<file path="src/rtl/ex_div.sv">
// ex_div: multi-cycle 32-bit radix-2 restoring divider for the execute stage.
// Produces {remainder, quotient}; signed mode divides magnitudes and fixes the
// signs at the end. Results are held while start_i stays high.
module ex_div (
  input  logic        clk,
  input  logic        rst,
  input  logic        signed_div_i,
  input  logic [31:0] opdata1_i,
  input  logic [31:0] opdata2_i,
  input  logic        start_i,
  input  logic        annul_i,
  output logic [63:0] result_o,
  output logic        ready_o
);

  typedef enum logic [1:0] {FREE, BY_ZERO, ON, END} state_t;

  state_t      state;
  logic [5:0]  cnt;
  logic [31:0] quo;
  logic [31:0] rem;
  logic [31:0] dvs;
  logic        sgn_a;
  logic        sgn_b;
  logic        sgn_mode;

  logic [32:0] rem_sh;
  logic [32:0] rem_sub;
  logic        ge;
  logic [31:0] rem_nx;
  logic        accept;
  logic        iterate;

  // Magnitude of an operand; only signed operands with bit 31 set are negated.
  // 0x80000000 maps to itself, which is the correct unsigned magnitude.
  function automatic logic [31:0] abs_if(input logic signed [31:0] v, input logic en);
    return (en && v[31]) ? -v : v;
  endfunction

  // Two's-complement negation used for the final sign correction.
  function automatic logic [31:0] neg_if(input logic signed [31:0] v, input logic en);
    return en ? -v : v;
  endfunction

  // One restoring step: shift the next dividend bit in, subtract if it fits.
  always_comb begin
    rem_sh  = {rem, quo[31]};
    rem_sub = rem_sh - {1'b0, dvs};
    ge      = (rem_sh >= {1'b0, dvs});
    rem_nx  = ge ? rem_sub[31:0] : rem_sh[31:0];
    accept  = (state == FREE) && start_i && !annul_i && (opdata2_i != 32'd0);
    iterate = (state == ON) && !annul_i && (cnt != 6'd32);
  end

  // Datapath registers: operands latched on acceptance, then shifted each step.
  always_ff @(posedge clk) begin
    if (accept) begin
      quo      <= abs_if(opdata1_i, signed_div_i);
      dvs      <= abs_if(opdata2_i, signed_div_i);
      rem      <= 32'd0;
      sgn_a    <= opdata1_i[31];
      sgn_b    <= opdata2_i[31];
      sgn_mode <= signed_div_i;
    end else if (iterate) begin
      quo <= {quo[30:0], ge};
      rem <= rem_nx;
    end
  end

  // Control FSM with registered outputs; annul wins over start and completion.
  always_ff @(posedge clk) begin
    if (rst) begin
      state    <= FREE;
      cnt      <= 6'd0;
      result_o <= 64'd0;
      ready_o  <= 1'b0;
    end else begin
      case (state)
        FREE: begin
          result_o <= 64'd0;
          ready_o  <= 1'b0;
          if (start_i && !annul_i) begin
            if (opdata2_i == 32'd0) begin
              state <= BY_ZERO;
            end else begin
              state <= ON;
              cnt   <= 6'd0;
            end
          end
        end
        BY_ZERO: begin
          if (annul_i) begin
            state    <= FREE;
            result_o <= 64'd0;
            ready_o  <= 1'b0;
          end else begin
            state    <= END;
            result_o <= 64'd0;
            ready_o  <= 1'b1;
          end
        end
        ON: begin
          if (annul_i) begin
            state    <= FREE;
            result_o <= 64'd0;
            ready_o  <= 1'b0;
          end else if (cnt == 6'd32) begin
            result_o <= {neg_if(rem, sgn_mode && sgn_a),
                         neg_if(quo, sgn_mode && (sgn_a ^ sgn_b))};
            ready_o  <= 1'b1;
            state    <= END;
          end else begin
            cnt <= cnt + 6'd1;
          end
        end
        END: begin
          if (annul_i || !start_i) begin
            state    <= FREE;
            result_o <= 64'd0;
            ready_o  <= 1'b0;
          end
        end
        default: begin
          state    <= FREE;
          result_o <= 64'd0;
          ready_o  <= 1'b0;
        end
      endcase
    end
  end

endmodule

</file>
<file path="config.mk">
export PLATFORM = sky130hd
export DESIGN_NAME = ex_div
export DESIGN_NICKNAME = d
export VERILOG_FILES = /design/src/rtl/ex_div.sv
export SDC_FILE = /design/constraint.sdc
export NUM_CORES = 1
export LEC_CHECK = 0
export BUFFER_PORTS_ARGS = -buffer_cell sky130_fd_sc_hd__buf_2
export CAP_MARGIN = 25
export CORE_UTILIZATION = 32
export DETAILED_ROUTE_END_ITERATION = 10
export PLACE_DENSITY = 0.59
export REMOVE_ABC_BUFFERS = 1
export SETUP_SLACK_MARGIN = 0.3
export SYNTH_ARGS = -nofsm -noshare
export SYNTH_HDL_FRONTEND = slang
export SYNTH_SLANG_ARGS = --single-unit
</file>
<file path="constraint.sdc">
create_clock -name clk -period 5.3 [get_ports clk]
set_input_delay 0.265 -clock clk [delete_from_list [all_inputs] [get_ports clk]]
set_output_delay 0.265 -clock clk [all_outputs]
set_load 0.03 [all_outputs]
</file>
==> impl_metrics.json <==
{
  "syn_avg_cell_area_um2": 8.489,
  "min_from": "opdata1_i[31]",
  "synth_cell_types": 73,
  "yosysSeqAreaShare": 0.3768,
  "slew_headroom": 0.3189,
  "period_needed_ns": 3.620,
  "cts_resized": 0,
  "syn_inst": 1286,
  "core-area_mm2": 0.03353,
  "pwr_density_cell_mw_per_mm2": 424.0,
  "finalSetupTns_ns": 0,
  "arrival_ns": 3.92,
  "timing.rr.end": "rem[7]",
  "netlist_top_cells_area": "dfxtp_1 (19%), edfxtp_1 (18%), xnor2_1 (6.0%)",
  "die_width_um": 186.7,
  "hold_viol_final": 0,
  "vias": 9607,
  "initial_core_util": 0.3256,
  "cts_inserted_buffers": 17,
  "slew_viol_final": 0,
  "skew_ns": 0.01523,
  "final_layout_size_suffix_gt1_frac": 0.1475,
  "n_antenna_cell": 0,
  "synth-main-ff-cell": "dfxtp_1",
  "rrSetupSlack_ns": 1.68,
  "wl_per_cell_um": 16.61,
  "routabilityCongestion": 0.8890,
  "final_cell_mix": "nand2_1 (133), buf_2 (133), nor2_1 (121), o21ai_0 (106), dfxtp_1 (105)",
  "ys_seq_elements": 172,
  "clock_latency_ns": 0.44,
  "synth_edf_count": 67,
  "r2r_start": "rem[6]",
  "worst_pin_slew_ns": 1.019,
  "synth_top_area_frac": 0.1926,
  "critPathMaxFanout": 19,
  "cp_data_required_time_ns": 5.60,
  "endpoint": "rem[7]",
  "io_pins": 134,
  "die_height_um": 186.7,
  "ctsRootBufferMaster": "clkbuf_16",
  "syn2layout_area_growth_pct": 15.45,
  "antenna_left": 0,
  "holdWs_ns": 0.04855,
  "syn-cell-area_mm2": 0.01092,
  "rsz0062_at_grt": "false",
  "grt_pass1_wl_um": 48530,
  "post_cts_buffers": 0,
  "final_nets": 1502,
  "setup_viol": 0,
  "hold_path_class": "input pin to flip-flop",
  "firstDrtPassIters": 6,
  "dieArea_mm2": 0.03486,
  "antenna_found_initial": 1,
  "drt_wl_total_um": 30750,
  "postCtsHoldBufs": 0,
  "dp_hpwl_um": 23550,
  "p_leak_uw": 0.005118,
  "drc": 0,
  "max_stage_delay_ns": 0.58,
  "grt_max_degree": 72,
  "vias_per_cell": 5.190,
  "yosysTopAreaCell": "dfxtp_1",
  "path_clk_slew_ns": 0.07,
  "first_global_vias": 8989,
  "cp_slowest_cell": "nand2_1",
  "status": "completed",
  "async_reset_ff_frac": 0,
  "clock_path_buffers": 2,
  "crit_type": "flip-flop to flip-flop",
  "worstRegToRegCells": 10,
  "htree_levels": 4,
  "initialDrtViolationCount": 722,
  "startpoint": "rem[6]",
  "endpoint_kind": "flip-flop",
  "tritoncts": "done",
  "worstSetupStartpointType": "flip-flop",
  "io_buffers": 133,
  "clock.fmax_mhz": 276.3,
  "grt_use_total": 0.1756,
  "fin_crit_sh": 0.6830,
  "row_count": 67,
  "ir_worst_vdd_v": 0.0002312,
  "maxCapViolations": 0,
  "worstPathCellList": "ha_1 -> a21oi_1 -> nand2_1 -> a21o_1 -> o21ai_0 -> a31o_2 -> nand2_1 -> buf_4 -> mux2i_1 -> o21ai_0",
  "cts.sinks": 172,
  "ys.warnings.count": 0,
  "grt_overflow_total": 0
}
## power breakdown
| part | switching (µW) | leakage (µW) | internal, µW |
|---|---|---|---|
| Clock | 572 | 0.000311 | 781 |
| Combinational | 1330 | 0.00333 | 774 |
| Sequential | 237 | 0.00147 | 1650 |
| Total | 2140 | 0.00512 | 3200 |
## cells in the mapped netlist (7+ instances only)
library cell,count
nand2b_1,9
a21oi_1,102
inv_1,61
buf_2,7
a22oi_1,28
o31ai_1,12
and2_1,14
a21o_1,17
edfxtp_1,67
mux2i_1,20
dfxtp_1,105
nor2b_1,7
xor2_1,72
ha_1,42
o41ai_1,9
nor4_1,19
or4_1,10
o21ai_1,18
nand2_1,134
nor3_1,31
clkbuf_1,48
nor2_1,122
nand3_1,19
a31oi_1,13
xnor2_1,75
o21ai_0,106
nand4_1,13
## worst min path at each step
stage | to | depth (start not counted) | slack, ns
after detailed placement | result_o[31] | 2 | 0.44
after CTS | sgn_a | 1 | 0.04
final | sgn_a | 1 | 0.05
after global placement | result_o[28] | 2 | 0.43
after global routing | sgn_a | 1 | 0.04
after floorplan | cnt[0] | 1 | 0.33
## sequential cells by signal (all words and copies together) (netlist names)
name,cells
cnt,6
dvs,32
quo,32
ready_o,1
rem,32
result_o,64
sgn_a,1
sgn_b,1
sgn_mode,1
state,2
## worst max-delay path: cells and delay by family, from the launching register on
kind | cells | cell delay (ns)
buffers and inverters | 1 | 0.42
AND/OR/NAND/NOR | 2 | 0.69
multiplexers | 1 | 0.14
adder cells (fa/ha/maj) | 1 | 0.37
flip-flops | 1 | 0.55
AO/OA/AOI/OAI | 5 | 1.29
## routing by layer
layer	global-route usage	up-vias	share of wire
met4	0.06715	2	0.027
li1	-	4795	-
met3	0.02972	45	0.047
met2	0.2777	230	0.45
met1	0.2385	4535	0.48
met5	0	-	0.00033
## cells by family after synthesis
| logic type | after synthesis | synth area share |
|---|---|---|
| flip-flops | 172 | 0.3768 |
| buffers and inverters | 120 | 0.04424 |
| XOR/XNOR | 147 | 0.1179 |
| adder cells (fa/ha/maj) | 43 | 0.04997 |
| AND/OR/NAND/NOR | 430 | 0.1938 |
| multiplexers | 20 | 0.01834 |
| AO/OA/AOI/OAI | 354 | 0.1989 |
## per-stage QoR
stage               worst slack, ns  instances  utilization  power [µW]  cell area [µm²]
CTS                           1.706       1851       0.3759        5363            12600
finish                        1.680       1851       0.3759        5344            12600
global route                  1.407       1851       0.3759        5666            12600
detailed placement            1.557       1819       0.3571        4001            11970
global placement              1.649       1819       0.3571        3981            11970
floorplan                     1.092       1228            -        3379            10670
## layout make-up
cell class                 count  area, µm²
sequential                   172       4114
clock inverter                14      180.2
multi-input combinational    994       6325
clock buffer                  18      450.4
tap                          448      560.5
timing repair buffer         143      740.7
fill                        3506      20930
inverter                      62      232.7
No activity file was read; power rests on OpenSTA's default activity.
